==> src/rtl/apb_cmd_pkg.sv <==
// Shared types and widths for the command-to-APB master bridge.
// Bus widths are set here so the command/response structs stay packed and fixed-size.
package apb_cmd_pkg;

    localparam int ADDR_W         = 32;
    localparam int DATA_W         = 32;
    localparam int CMD_DEPTH_DFLT = 4;

    typedef enum logic [1:0] {
        IDLE,
        SETUP,
        ACCESS
    } apb_state_e;

    typedef struct packed {
        logic              write;
        logic [ADDR_W-1:0] addr;
        logic [DATA_W-1:0] wdata;
    } apb_cmd_t;

    typedef struct packed {
        logic              write;
        logic [DATA_W-1:0] rdata;
    } apb_rsp_t;

endpackage

==> src/rtl/apb_cmd_master_if.sv <==
// Command, response and APB signal bundle of the bridge.
// The master modport is the bridge side; the slave modport is the environment side.
interface apb_cmd_master_if;
    import apb_cmd_pkg::*;

    logic              cmd_valid;
    logic              cmd_ready;
    logic              cmd_write;
    logic [ADDR_W-1:0] cmd_addr;
    logic [DATA_W-1:0] cmd_wdata;

    logic              rsp_valid;
    logic              rsp_ready;
    logic              rsp_write;
    logic [DATA_W-1:0] rsp_rdata;

    logic [ADDR_W-1:0] paddr;
    logic [DATA_W-1:0] pwdata;
    logic              pwrite;
    logic              psel;
    logic              penable;
    logic [DATA_W-1:0] prdata;

    modport master (
        input  cmd_valid, cmd_write, cmd_addr, cmd_wdata, rsp_ready, prdata,
        output cmd_ready, rsp_valid, rsp_write, rsp_rdata,
        output paddr, pwdata, pwrite, psel, penable
    );

    modport slave (
        output cmd_valid, cmd_write, cmd_addr, cmd_wdata, rsp_ready, prdata,
        input  cmd_ready, rsp_valid, rsp_write, rsp_rdata,
        input  paddr, pwdata, pwrite, psel, penable
    );

endinterface

==> src/rtl/apb_cmd_fifo.sv <==
// Generic synchronous FIFO on a packed element type; push is ignored when full,
// pop is ignored when empty, and a pushed entry is never bypassed to the output.
module apb_cmd_fifo
    import apb_cmd_pkg::*;
#(
    parameter int  DEPTH = 4,
    parameter type T     = apb_cmd_t
) (
    input  logic                     clk,
    input  logic                     rst_n,
    input  logic                     push_i,
    input  T                         din_i,
    input  logic                     pop_i,
    output T                         dout_o,
    output logic [$clog2(DEPTH):0]   count_o
);

    localparam int AW = $clog2(DEPTH);

    T              mem_q [DEPTH];
    logic [AW-1:0] wr_ptr_q;
    logic [AW-1:0] rd_ptr_q;
    logic [AW:0]   count_q;
    logic          do_push;
    logic          do_pop;

    assign do_push = push_i && (count_q != (AW+1)'(DEPTH));
    assign do_pop  = pop_i && (count_q != '0);

    // NOTE: sequential state uses non-blocking assignments so every register samples pre-edge values.
    always_ff @(posedge clk or negedge rst_n) begin
        if (!rst_n) begin
            wr_ptr_q <= '0;
            rd_ptr_q <= '0;
            count_q  <= '0;
            // NOTE: storage is reset (it is tiny) so the head reads zero straight out of reset.
            for (int i = 0; i < DEPTH; i++) begin
                mem_q[i] <= '0;
            end
        end else begin
            if (do_push) begin
                mem_q[wr_ptr_q] <= din_i;
                wr_ptr_q        <= wr_ptr_q + AW'(1);
            end
            if (do_pop) begin
                rd_ptr_q <= rd_ptr_q + AW'(1);
            end
            count_q <= count_q + {{AW{1'b0}}, do_push} - {{AW{1'b0}}, do_pop};
        end
    end

    assign dout_o  = mem_q[rd_ptr_q];
    assign count_o = count_q;

endmodule

==> src/rtl/apb_cmd_master.sv <==
// Command-to-APB master bridge: command FIFO -> IDLE/SETUP/ACCESS sequencer -> 2-entry response buffer.
// Define APB_CMD_MASTER_B2B_EN to allow ACCESS->SETUP so psel stays high between transfers.
module apb_cmd_master
    import apb_cmd_pkg::*;
#(
    parameter int CMD_DEPTH = CMD_DEPTH_DFLT
) (
    input  logic              pclk,
    input  logic              presetn,
    apb_cmd_master_if.master  bus
);

    localparam int CW = $clog2(CMD_DEPTH) + 1;

    apb_state_e        state_q, state_d;
    logic              cmd_pend_q;
    logic [ADDR_W-1:0] paddr_q;
    logic [DATA_W-1:0] pwdata_q;
    logic              pwrite_q;

    apb_cmd_t          cmd_in, cmd_head;
    apb_rsp_t          rsp_in, rsp_head;
    logic [CW-1:0]     cmd_cnt;
    logic [1:0]        rsp_cnt;
    logic              cmd_push, cmd_full, cmd_empty, issue;
    logic              rsp_push, rsp_pop, inflight, credit_ok;

    assign cmd_in    = '{write: bus.cmd_write, addr: bus.cmd_addr, wdata: bus.cmd_wdata};
    assign cmd_full  = (cmd_cnt == CW'(CMD_DEPTH));
    assign cmd_empty = (cmd_cnt == '0);
    assign cmd_push  = bus.cmd_valid && !cmd_full;

    apb_cmd_fifo #(.DEPTH(CMD_DEPTH), .T(apb_cmd_t)) u_cmd_fifo (
        .clk     (pclk),
        .rst_n   (presetn),
        .push_i  (cmd_push),
        .din_i   (cmd_in),
        .pop_i   (issue),
        .dout_o  (cmd_head),
        .count_o (cmd_cnt)
    );

    // Start a transfer only if a response slot is guaranteed when its ACCESS completes.
    assign inflight  = (state_q != IDLE);
    assign rsp_pop   = (rsp_cnt != '0) && bus.rsp_ready;
    assign credit_ok = ({1'b0, rsp_cnt} + {2'b00, inflight}) < (3'd2 + {2'b00, rsp_pop});

    // NOTE: every always_comb output gets a default first, so no path can infer a latch.
    always_comb begin
        state_d = state_q;
        issue   = 1'b0;
        case (state_q)
            IDLE: begin
                if (cmd_pend_q && credit_ok) begin
                    state_d = SETUP;
                    issue   = 1'b1;
                end
            end
            SETUP:  state_d = ACCESS;
            ACCESS: begin
`ifdef APB_CMD_MASTER_B2B_EN
                if (cmd_pend_q && credit_ok) begin
                    state_d = SETUP;
                    issue   = 1'b1;
                end else begin
                    state_d = IDLE;
                end
`else
                state_d = IDLE;
`endif
            end
            default: state_d = IDLE;
        endcase
    end

    // cmd_pend_q is the queue's non-empty flag one cycle late; pops only happen on SETUP
    // entry, so it can never claim a command that has already left.
    always_ff @(posedge pclk or negedge presetn) begin
        if (!presetn) begin
            state_q    <= IDLE;
            cmd_pend_q <= 1'b0;
            paddr_q    <= '0;
            pwdata_q   <= '0;
            pwrite_q   <= 1'b0;
        end else begin
            state_q    <= state_d;
            cmd_pend_q <= !cmd_empty;
            if (issue) begin
                paddr_q  <= cmd_head.addr;
                pwdata_q <= cmd_head.wdata;
                pwrite_q <= cmd_head.write;
            end
        end
    end

    assign rsp_push = (state_q == ACCESS);

    always_comb begin
        rsp_in       = '0;
        rsp_in.write = pwrite_q;
        if (!pwrite_q) begin
            rsp_in.rdata = bus.prdata;
        end
    end

    apb_cmd_fifo #(.DEPTH(2), .T(apb_rsp_t)) u_rsp_fifo (
        .clk     (pclk),
        .rst_n   (presetn),
        .push_i  (rsp_push),
        .din_i   (rsp_in),
        .pop_i   (rsp_pop),
        .dout_o  (rsp_head),
        .count_o (rsp_cnt)
    );

    assign bus.cmd_ready = !cmd_full;
    assign bus.rsp_valid = (rsp_cnt != '0);
    assign bus.rsp_write = rsp_head.write;
    assign bus.rsp_rdata = rsp_head.rdata;
    assign bus.psel      = (state_q != IDLE);
    assign bus.penable   = (state_q == ACCESS);
    assign bus.paddr     = paddr_q;
    assign bus.pwdata    = pwdata_q;
    assign bus.pwrite    = pwrite_q;

endmodule

==> src/flat_wrapper.sv <==
// flat-port wrapper written by rule: the top's interface ports become plain ports
module apb_cmd_master_flat import apb_cmd_pkg::*;
#(
    parameter int CMD_DEPTH = CMD_DEPTH_DFLT
)
  (pclk, presetn, bus_cmd_valid, bus_cmd_write, bus_cmd_addr, bus_cmd_wdata, bus_rsp_ready, bus_prdata, bus_cmd_ready, bus_rsp_valid, bus_rsp_write, bus_rsp_rdata, bus_paddr, bus_pwdata, bus_pwrite, bus_psel, bus_penable);
  apb_cmd_master_if bus_i ();
  input  logic pclk;
  input  logic presetn;
  input wire logic [$bits(bus_i.cmd_valid)-1:0] bus_cmd_valid;
  input wire logic [$bits(bus_i.cmd_write)-1:0] bus_cmd_write;
  input wire logic [$bits(bus_i.cmd_addr)-1:0] bus_cmd_addr;
  input wire logic [$bits(bus_i.cmd_wdata)-1:0] bus_cmd_wdata;
  input wire logic [$bits(bus_i.rsp_ready)-1:0] bus_rsp_ready;
  input wire logic [$bits(bus_i.prdata)-1:0] bus_prdata;
  output wire logic [$bits(bus_i.cmd_ready)-1:0] bus_cmd_ready;
  output wire logic [$bits(bus_i.rsp_valid)-1:0] bus_rsp_valid;
  output wire logic [$bits(bus_i.rsp_write)-1:0] bus_rsp_write;
  output wire logic [$bits(bus_i.rsp_rdata)-1:0] bus_rsp_rdata;
  output wire logic [$bits(bus_i.paddr)-1:0] bus_paddr;
  output wire logic [$bits(bus_i.pwdata)-1:0] bus_pwdata;
  output wire logic [$bits(bus_i.pwrite)-1:0] bus_pwrite;
  output wire logic [$bits(bus_i.psel)-1:0] bus_psel;
  output wire logic [$bits(bus_i.penable)-1:0] bus_penable;
  assign bus_i.cmd_valid = bus_cmd_valid;
  assign bus_i.cmd_write = bus_cmd_write;
  assign bus_i.cmd_addr = bus_cmd_addr;
  assign bus_i.cmd_wdata = bus_cmd_wdata;
  assign bus_i.rsp_ready = bus_rsp_ready;
  assign bus_i.prdata = bus_prdata;
  assign bus_cmd_ready = bus_i.cmd_ready;
  assign bus_rsp_valid = bus_i.rsp_valid;
  assign bus_rsp_write = bus_i.rsp_write;
  assign bus_rsp_rdata = bus_i.rsp_rdata;
  assign bus_paddr = bus_i.paddr;
  assign bus_pwdata = bus_i.pwdata;
  assign bus_pwrite = bus_i.pwrite;
  assign bus_psel = bus_i.psel;
  assign bus_penable = bus_i.penable;
  apb_cmd_master #(.CMD_DEPTH(CMD_DEPTH)) u_core (.pclk(pclk), .presetn(presetn), .bus(bus_i));
endmodule
==> config.mk <==
export PLATFORM = sky130hd
export DESIGN_NAME = apb_cmd_master_flat
export DESIGN_NICKNAME = d
export VERILOG_FILES = /design/src/rtl/apb_cmd_pkg.sv /design/src/rtl/apb_cmd_master_if.sv /design/src/rtl/apb_cmd_fifo.sv /design/src/rtl/apb_cmd_master.sv /design/src/flat_wrapper.sv
export SDC_FILE = /design/constraint.sdc
export NUM_CORES = 1
export LEC_CHECK = 0
export ABC_CLOCK_PERIOD_IN_PS = 2400
export BUFFER_PORTS_ARGS = -buffer_cell sky130_fd_sc_hd__buf_2
export CAP_MARGIN = 0
export CORE_UTILIZATION = 50
export DETAILED_ROUTE_END_ITERATION = 12
export PLACE_DENSITY = 0.79
export SKIP_CTS_REPAIR_TIMING = 1
export SLEW_MARGIN = 20
export SYNTH_ARGS = -nofsm -noshare
export SYNTH_HDL_FRONTEND = slang
export SYNTH_SLANG_ARGS = --single-unit
==> constraint.sdc <==
create_clock -name pclk -period 2.4 [get_ports pclk]
set_input_delay 0.48 -clock pclk [delete_from_list [all_inputs] [get_ports pclk]]
set_output_delay 0.48 -clock pclk [all_outputs]
set_load 0.01 [all_outputs]
* After elaboration in Yosys (flattened, before gate mapping)
Cells that the tools add are included.
** Word-level totals
- Flip-flop bits (word level) :: 405
- Latch bits :: 0
- Bits in writable memories :: 0
- Bits in read-only memories :: 0
- Bits of input ports :: 101
- Output and inout port bits :: 102
- Word-level logic and storage cells :: 87
- Memories kept :: 0
** Operators by class
- Add/subtract/negate cells :: 10
- Multipliers :: 0
- Div/mod/pow operators :: 0
- Order comparisons :: 7
- Eq/ne operators :: 6
- Shift operators :: 0
- Multiplexer cells :: 17
- Bitwise gates (word level) :: 4
- Reductions and logical operators :: 16
** Operators by type and width (count)
- 260-bit bitwise mux :: 1
- 65-bit 2-to-1 mux :: 3
- 33-bit 2-to-1 mux :: 4
- 65-bit binary-select mux with 2-bit select :: 1
- 65-bit demux with 2-bit select :: 1
- 66-bit bitwise mux :: 1
- 33-bit demux with 1-bit select :: 1
- 32-bit 2-to-1 mux :: 1
- 1-bit logical AND :: 9
- 3-bit greater-or-equal comparator (second input constant) :: 2
- 2-bit NOT with 3-bit output :: 2
- 2-bit by 1-bit adder with 2-bit output (second input constant) :: 2
- 2-bit greater-or-equal comparator (second input constant) :: 2
- 1-bit NOT with 2-bit output :: 2
- 2-bit case mux with 2 select lines :: 1
- 2-bit nonzero test :: 2
- 2-bit by 1-bit adder with 3-bit output :: 1
- 2-bit by 1-bit adder with 3-bit output (first input constant) :: 1
- 3-bit by 1-bit adder with 3-bit output :: 1
- 3-bit equality test (second input constant) :: 1
- 3-bit zero test :: 1
- 3-bit by 1-bit < comparator with 1-bit output (second input constant) :: 1
- 3-bit < comparator :: 1
- 3-bit inequality test (second input constant) :: 1
- other kinds (14) :: 17

* Longest topological paths before layout
- Word-level depth :: 9
- Mapped depth :: 13
- Gate-level depth less buffers :: 13

* By module
Synthesis repeated with hierarchy kept, for this count alone.
** Unflattened totals
- Cell total of the unflattened synthesis :: 2038
- Area total of the unflattened synthesis :: 24039.3 um^2
** By module, submodules not included
- apb_cmd_fifo at u_core.u_cmd_fifo :: instances 1, cells an instance 1646, area an instance 17882.2 um^2, seq. area each 6681.4 um^2
- apb_cmd_fifo at u_core.u_rsp_fifo :: instances 1, cells an instance 200, area an instance 3239.4 um^2, seq. area each 1751.7 um^2
- apb_cmd_master :: instances 1, cells an instance 192, area an instance 2917.8 um^2, seq. area each 1701.6 um^2

* Least setup slack after synthesis
OpenSTA, ideal clock, no wires.
- Kind :: reg2reg
- From :: register u_core.state_q[1]
- To :: register u_core.u_cmd_fifo.count_q[2] (netlist: u_core.u_cmd_fifo.count_o[2])
- Library setup time :: 123 ps
- Arrival :: 2566 ps
- Data required time :: 2277 ps
- Setup slack :: -289 ps
- Stages on the path, launching flop included :: 14
- Buffers on the path :: 0
- Period minus slack after synthesis :: 2689 ps
- Cell sequence :: dfrtp_1 or2_2 ha_1 ha_1 nor4b_2 and2_1 nand2_1 inv_1 ha_1 inv_1 ha_1 fa_1 xnor2_1 xnor2_1
** On the way
- Cells in the longest elaborated chain, start to end :: 8
- Elaborated cells on any way between the ends :: 9
- Classes of those cells :: add/sub: 2; order compare: 1; mux: 2; reduce/logical: 4
** RTL lines
- start: declaration :: line apb_cmd_master.sv:15 : apb_state_e state_q, state_d;
- start signal: assignment :: line apb_cmd_master.sv:86 : state_q <= state_d;
- 2-bit nonzero test
- net bus_psel :: line flat_wrapper.sv:23 : output wire logic [$bits(bus_i.psel)-1:0] bus_psel;
- 2-bit by 1-bit adder with 3-bit output :: line apb_cmd_master.sv:46 : assign credit_ok = ({1'b0, rsp_cnt} + {2'b00, inflight}) < (3'd2 + {2'b00, rsp_pop});
- 3-bit < comparator :: line apb_cmd_master.sv:46
- 1-bit logical AND :: line apb_cmd_master.sv:54 : if (cmd_pend_q && credit_ok) begin
- 1-bit 2-to-1 mux :: line apb_cmd_master.sv:54
- 1-bit 2-to-1 mux :: line apb_cmd_master.sv:52 : case (state_q)
- 1-bit logical AND :: line apb_cmd_fifo.sv:28 : assign do_pop = pop_i && (count_q != '0);
- net u_core.u_cmd_fifo.do_pop :: line apb_cmd_fifo.sv:25 : logic do_pop;
- 3-bit by 1-bit subtractor with 3-bit output :: line apb_cmd_fifo.sv:48 : count_q <= count_q + {{AW{1'b0}}, do_push} - {{AW{1'b0}}, do_pop};
- end signal: assignment :: line apb_cmd_fifo.sv:48
- end: declaration :: line apb_cmd_fifo.sv:23 : logic [AW:0] count_q;
The timed path passes the listed nets, and every way through them passes these cells.
A chain may end at the register's enable or synchronous reset.

* Worst setup path in the final report
- From :: register u_core.state_q[1]
- To :: register u_core.u_cmd_fifo.count_q[2] (netlist: u_core.u_cmd_fifo.count_o[2])
** On the way
- Cells in the longest elaborated chain, start to end :: 8
- Elaborated cells on any way between the ends :: 9
- Classes of those cells :: add/sub: 2; order compare: 1; mux: 2; reduce/logical: 4
** RTL lines
- 2-bit nonzero test :: line apb_cmd_master.sv:44 : assign inflight = (state_q != IDLE);
- 2-bit by 1-bit adder with 3-bit output :: line apb_cmd_master.sv:46
- 3-bit < comparator :: line apb_cmd_master.sv:46
- 1-bit logical AND :: line apb_cmd_master.sv:54
- 1-bit 2-to-1 mux :: line apb_cmd_master.sv:54
- 1-bit 2-to-1 mux * :: line apb_cmd_master.sv:52
- 1-bit logical AND * :: line apb_cmd_fifo.sv:28
- net u_core.u_cmd_fifo.do_pop :: line apb_cmd_fifo.sv:25
- 3-bit by 1-bit subtractor with 3-bit output * :: line apb_cmd_fifo.sv:48
Mark *: on every way through the listed nets, which the timed path passes. The rest lies on a longest branch.

==> summary.md <==
| Metric | Value |
|---|---|
| Port Buf Inserts | between 200 and 250 |
| Remaining global-route overflow | 0 |
| Reg2Reg Setup Slack | -150 ps |
| Die ar. | approximately 36000 um^2 |
| Static leakage | between 9 and 10 nW |
| Post-synth top area share | about three fifths |
| Setup ws final | -150.8 ps |
| CP Launch Type | flop |
| Hold crit path type | in -> reg |
| Clock Path Buffers | 3 |
| DRT Wirelength | ~35 mm |
| Crit-path max FO | 2 |
| Nets@finish | about 1400 |
| End of the critical path | u_core.u_cmd_fifo.count_o[2] |
| Ant. Diodes | 0 |
| Unrepaired setup endpoints after global routing | true |
| First-pass GRT wire length | 57.27 mm |
| Seq/Total Area, Yosys | approximately three fifths |
| Slew headroom | 60.01% |
| Fin. max-slew vios | 0 |
| FF-to-FF Start | u_core.state_q[1] |
| Async S/R FF share, synth | 100.0% |
| Initial Util | 50.68% |
| I/O pins | around 200 |
| CP endpoint kind | flop |
| Non-filler cells, final | roughly 1800 |
| First-pass DRT Iterations | 4 |
| Worst Path Class, Setup | reg -> reg |
| CP Data Arrival Time | 2960 ps |
| CTS buffer count | 43 |
| Hold Path Origin | bus_cmd_wdata[20] |
| FMAX | between 300 and 400 MHz |
| DR vias | between 9000 and 10000 |
| Worst-case vdd ir drop | 0.001125 V |
| Crit path launch | u_core.state_q[1] |
| Area grow syn2layout | 18.66% |
| Crit-path max cell delay | ~380 ps |
| R2r worst-path depth | 13 |
| Fin. Hold Viols | 0 |
| DP HPWL | around 22 mm |
| Reg-to-reg critical path endpoint | u_core.u_cmd_fifo.count_o[2] |
| WP data required | 2810 ps |
| Pwr dens | roughly 1500 nW/um^2 |
| Root Driver | clkbuf_16 |
| Yosys Warn Count | 0 |
| H-Tree Depth | 2 |
| Clock-pin slew on the worst setup and hold paths | around 60 ps |
| Area occupied by multi-input gates | 6934 um^2 |
| Row count | 68 |
| # DRC | 0 |
| GPL Wtd Cong | between 0.7 and 0.8 |
| Detail Route Antenna Nets | 0 |
| Worst path slowest cell | dfrtp_1 |
| Crit path cell chain | or2_4 -> ha_4 -> ha_4 -> nor4b_4 -> and2_4 -> nand2_2 -> inv_2 -> ha_4 -> inv_2 -> ha_4 -> fa_2 -> xnor2_2 -> xnor2_1 |
| Final period util | 106.3% |
| Final min period | 2551 ps |
| Antenna violations before repair | 6 |
| Clk_lat worst skew | around 530 ps |
| Post-synth EDFFs | 0 |
| 1st-iter DRT viols | around 400 |
| Clock sink count | slightly above 400 |
| Vias in the first global route | roughly 11000 |
| Post-route setup TNS | -180.3 ps |
| Fillers | around 2600 |
| Yosys top cell by area | dfrtp_1 |
| Wire length on met1 | 15.35 mm |
| Metal3 WL | 1.792 mm |
| Fin Hold WS | about 220 ps |
| Netlist Area Pre-Place | between 15000 and 20000 um^2 |
| Max Cap Violations | 0 |
| Main area contributors after synthesis | dfrtp_1 (58%), mux2_2 (25%), mux4_2 (8.4%) |
| Placed instance count | 1681 |
| Largest net degree at the start of global routing | a little over 70 |
| Metal2 WL | about 17 mm |
| Drt via density | 5.440 |
| Die width | about 190 um |
| Mapped Cells | between 1000 and 1500 |
| Reg area | 10140 um^2 |
| GRT Util Overall | roughly 20% |
| Most used cell, CP | ha_4 |
| Pre-CTS setup slack | -277.8 ps |
| Syn Area/Cell | about 17 um^2 |
| Top_reg_cell synth | dfrtp_1 |
| Yosys cell types | 29 |
| Failing checks | setup timing |
| Synthesis-stage register bit count | between 400 and 500 |
| Post-DR wirelength/cell | slightly below 20 um |
| Layout cells sized above 1 | about three fifths |
| Die Y | between 150 and 200 um |
| Clock skew | 15.12 ps |
| Core ar. | 34460 um^2 |
| TritonCTS clock tree | built |
| Highest Signal Layer | met5 |
| Final setup fails | 2 |
| Status | complete, but fails checks |
| Least-Margin Pin Slew | 599.8 ps |
| Syn nets | about 1200 |
## worst min path at each step
stage / end / slack (ps) / cells past startpoint
final: u_core.u_cmd_fifo.mem_q[20] / 220 / 2
after global routing: u_core.u_cmd_fifo.mem_q[25] / 200 / 2
after CTS: u_core.u_rsp_fifo.mem_q[20] / -100 / 1
after detailed placement: u_core.u_rsp_fifo.mem_q[20] / 460 / 1
after global placement: u_core.u_rsp_fifo.mem_q[20] / 450 / 1
after floorplan: u_core.bus.paddr[0] / 180 / 0
## Yosys cell counts (2+ instances only)
library cell	count
dfrtp_1	405
mux2_2	394
mux4_2	65
nor2b_1	33
mux2_1	30
buf_6	21
buf_2	17
buf_4	11
inv_1	11
ha_1	10
xnor2_1	9
clkbuf_1	8
nand2_1	8
buf_1	5
o21ai_2	2
or2_2	2
## worst max-delay path, delay by kind of cell, from the launching register on
family        cells  cell delay, ps
simple gates      4             760
flops             1             380
xor+xnor          2             260
fa+ha+maj         5             930
buf+inv           2             110
## logic make-up (layout without fill, tap and decap cells)
| family | Yosys count | after routing | synth area share (%) |
|---|---|---|---|
| mux | 489 | 489 | 35.72 |
| flops | 405 | 405 | 58.03 |
| buf+inv | 74 | 334 | 2.916 |
| simple gates | 50 | 50 | 1.712 |
| fa+ha+maj | 11 | 11 | 0.8311 |
| xor+xnor | 9 | 9 | 0.4514 |
| compound gates | 6 | 6 | 0.3367 |
## cell type report
cell class / instances / area share (%)
clock inverter: 15 / 0.7729
clock buffer: 60 / 5.996
multi-input combinational: 565 / 33.46
tap: 455 / 2.747
sequential: 405 / 48.95
timing repair buffer: 248 / 7.873
inverter: 11 / 0.1993
## cell usage in the layout, fill, tap and decap left out, drive strengths merged
master	Yosys	routed
nor2b	33	33
buf	55	247
mux4	65	65
xnor2	9	9
clkinvlp	0	1
ha	10	10
o21ai	4	4
dfrtp	405	405
and2	1	1
nand3	1	1
clkinv	0	10
nor2	2	2
bufinv	0	3
or2	2	2
mux2	424	424
nand2	8	8
inv	11	12
a21boi	1	1
fa	1	1
nor4b	1	1
and2b	1	1
clkbuf	8	60
dlygate4sd3	0	1
or3	1	1
o211ai	1	1
## state kept, by name, indices dropped and copies added, names as in the netlist
register and count:
u_core.cmd_pend_q 1, u_core.u_rsp_fifo.mem_q 66, u_core.state_q 2, u_core.u_cmd_fifo.count_o 3, u_core.u_rsp_fifo.count_o 2, u_core.bus.pwdata 32
u_core.u_cmd_fifo.mem_q 260, u_core.bus.pwrite 1, u_core.u_cmd_fifo.rd_ptr_q 2, u_core.u_rsp_fifo.wr_ptr_q 1, u_core.u_rsp_fifo.rd_ptr_q 1, u_core.u_cmd_fifo.wr_ptr_q 2
u_core.bus.paddr 32
## metal layers
metal  vias up  track usage [%]
met5         -                0
met4        10            4.311
met3        46            4.838
met1      5076            26.65
met2       181            34.26
li1       4256                -
## report_power, final
| part | switching [mW] | internal (mW) | leakage (nW) |
|---|---|---|---|
| sequential | 1.90 | 10.4 | 4.86 |
| clock | 2.58 | 3.93 | 0.695 |
| combinational | 5.17 | 7.73 | 3.78 |
| total | 9.65 | 22.0 | 9.33 |
## through the flow
| stage | util, % | instance area, um^2 | power [mW] |
|---|---|---|---|
| after floorplan | - | 17500 | 21.43 |
| after CTS | 59.96 | 20660 | 31.96 |
| final | 60.14 | 20720 | 31.68 |
| after global placement | 55.89 | 19260 | 24.70 |
| after global routing | 60.14 | 20720 | 33.63 |
| after detailed placement | 55.89 | 19260 | 25.34 |
(Power assumes the default switching activity.)
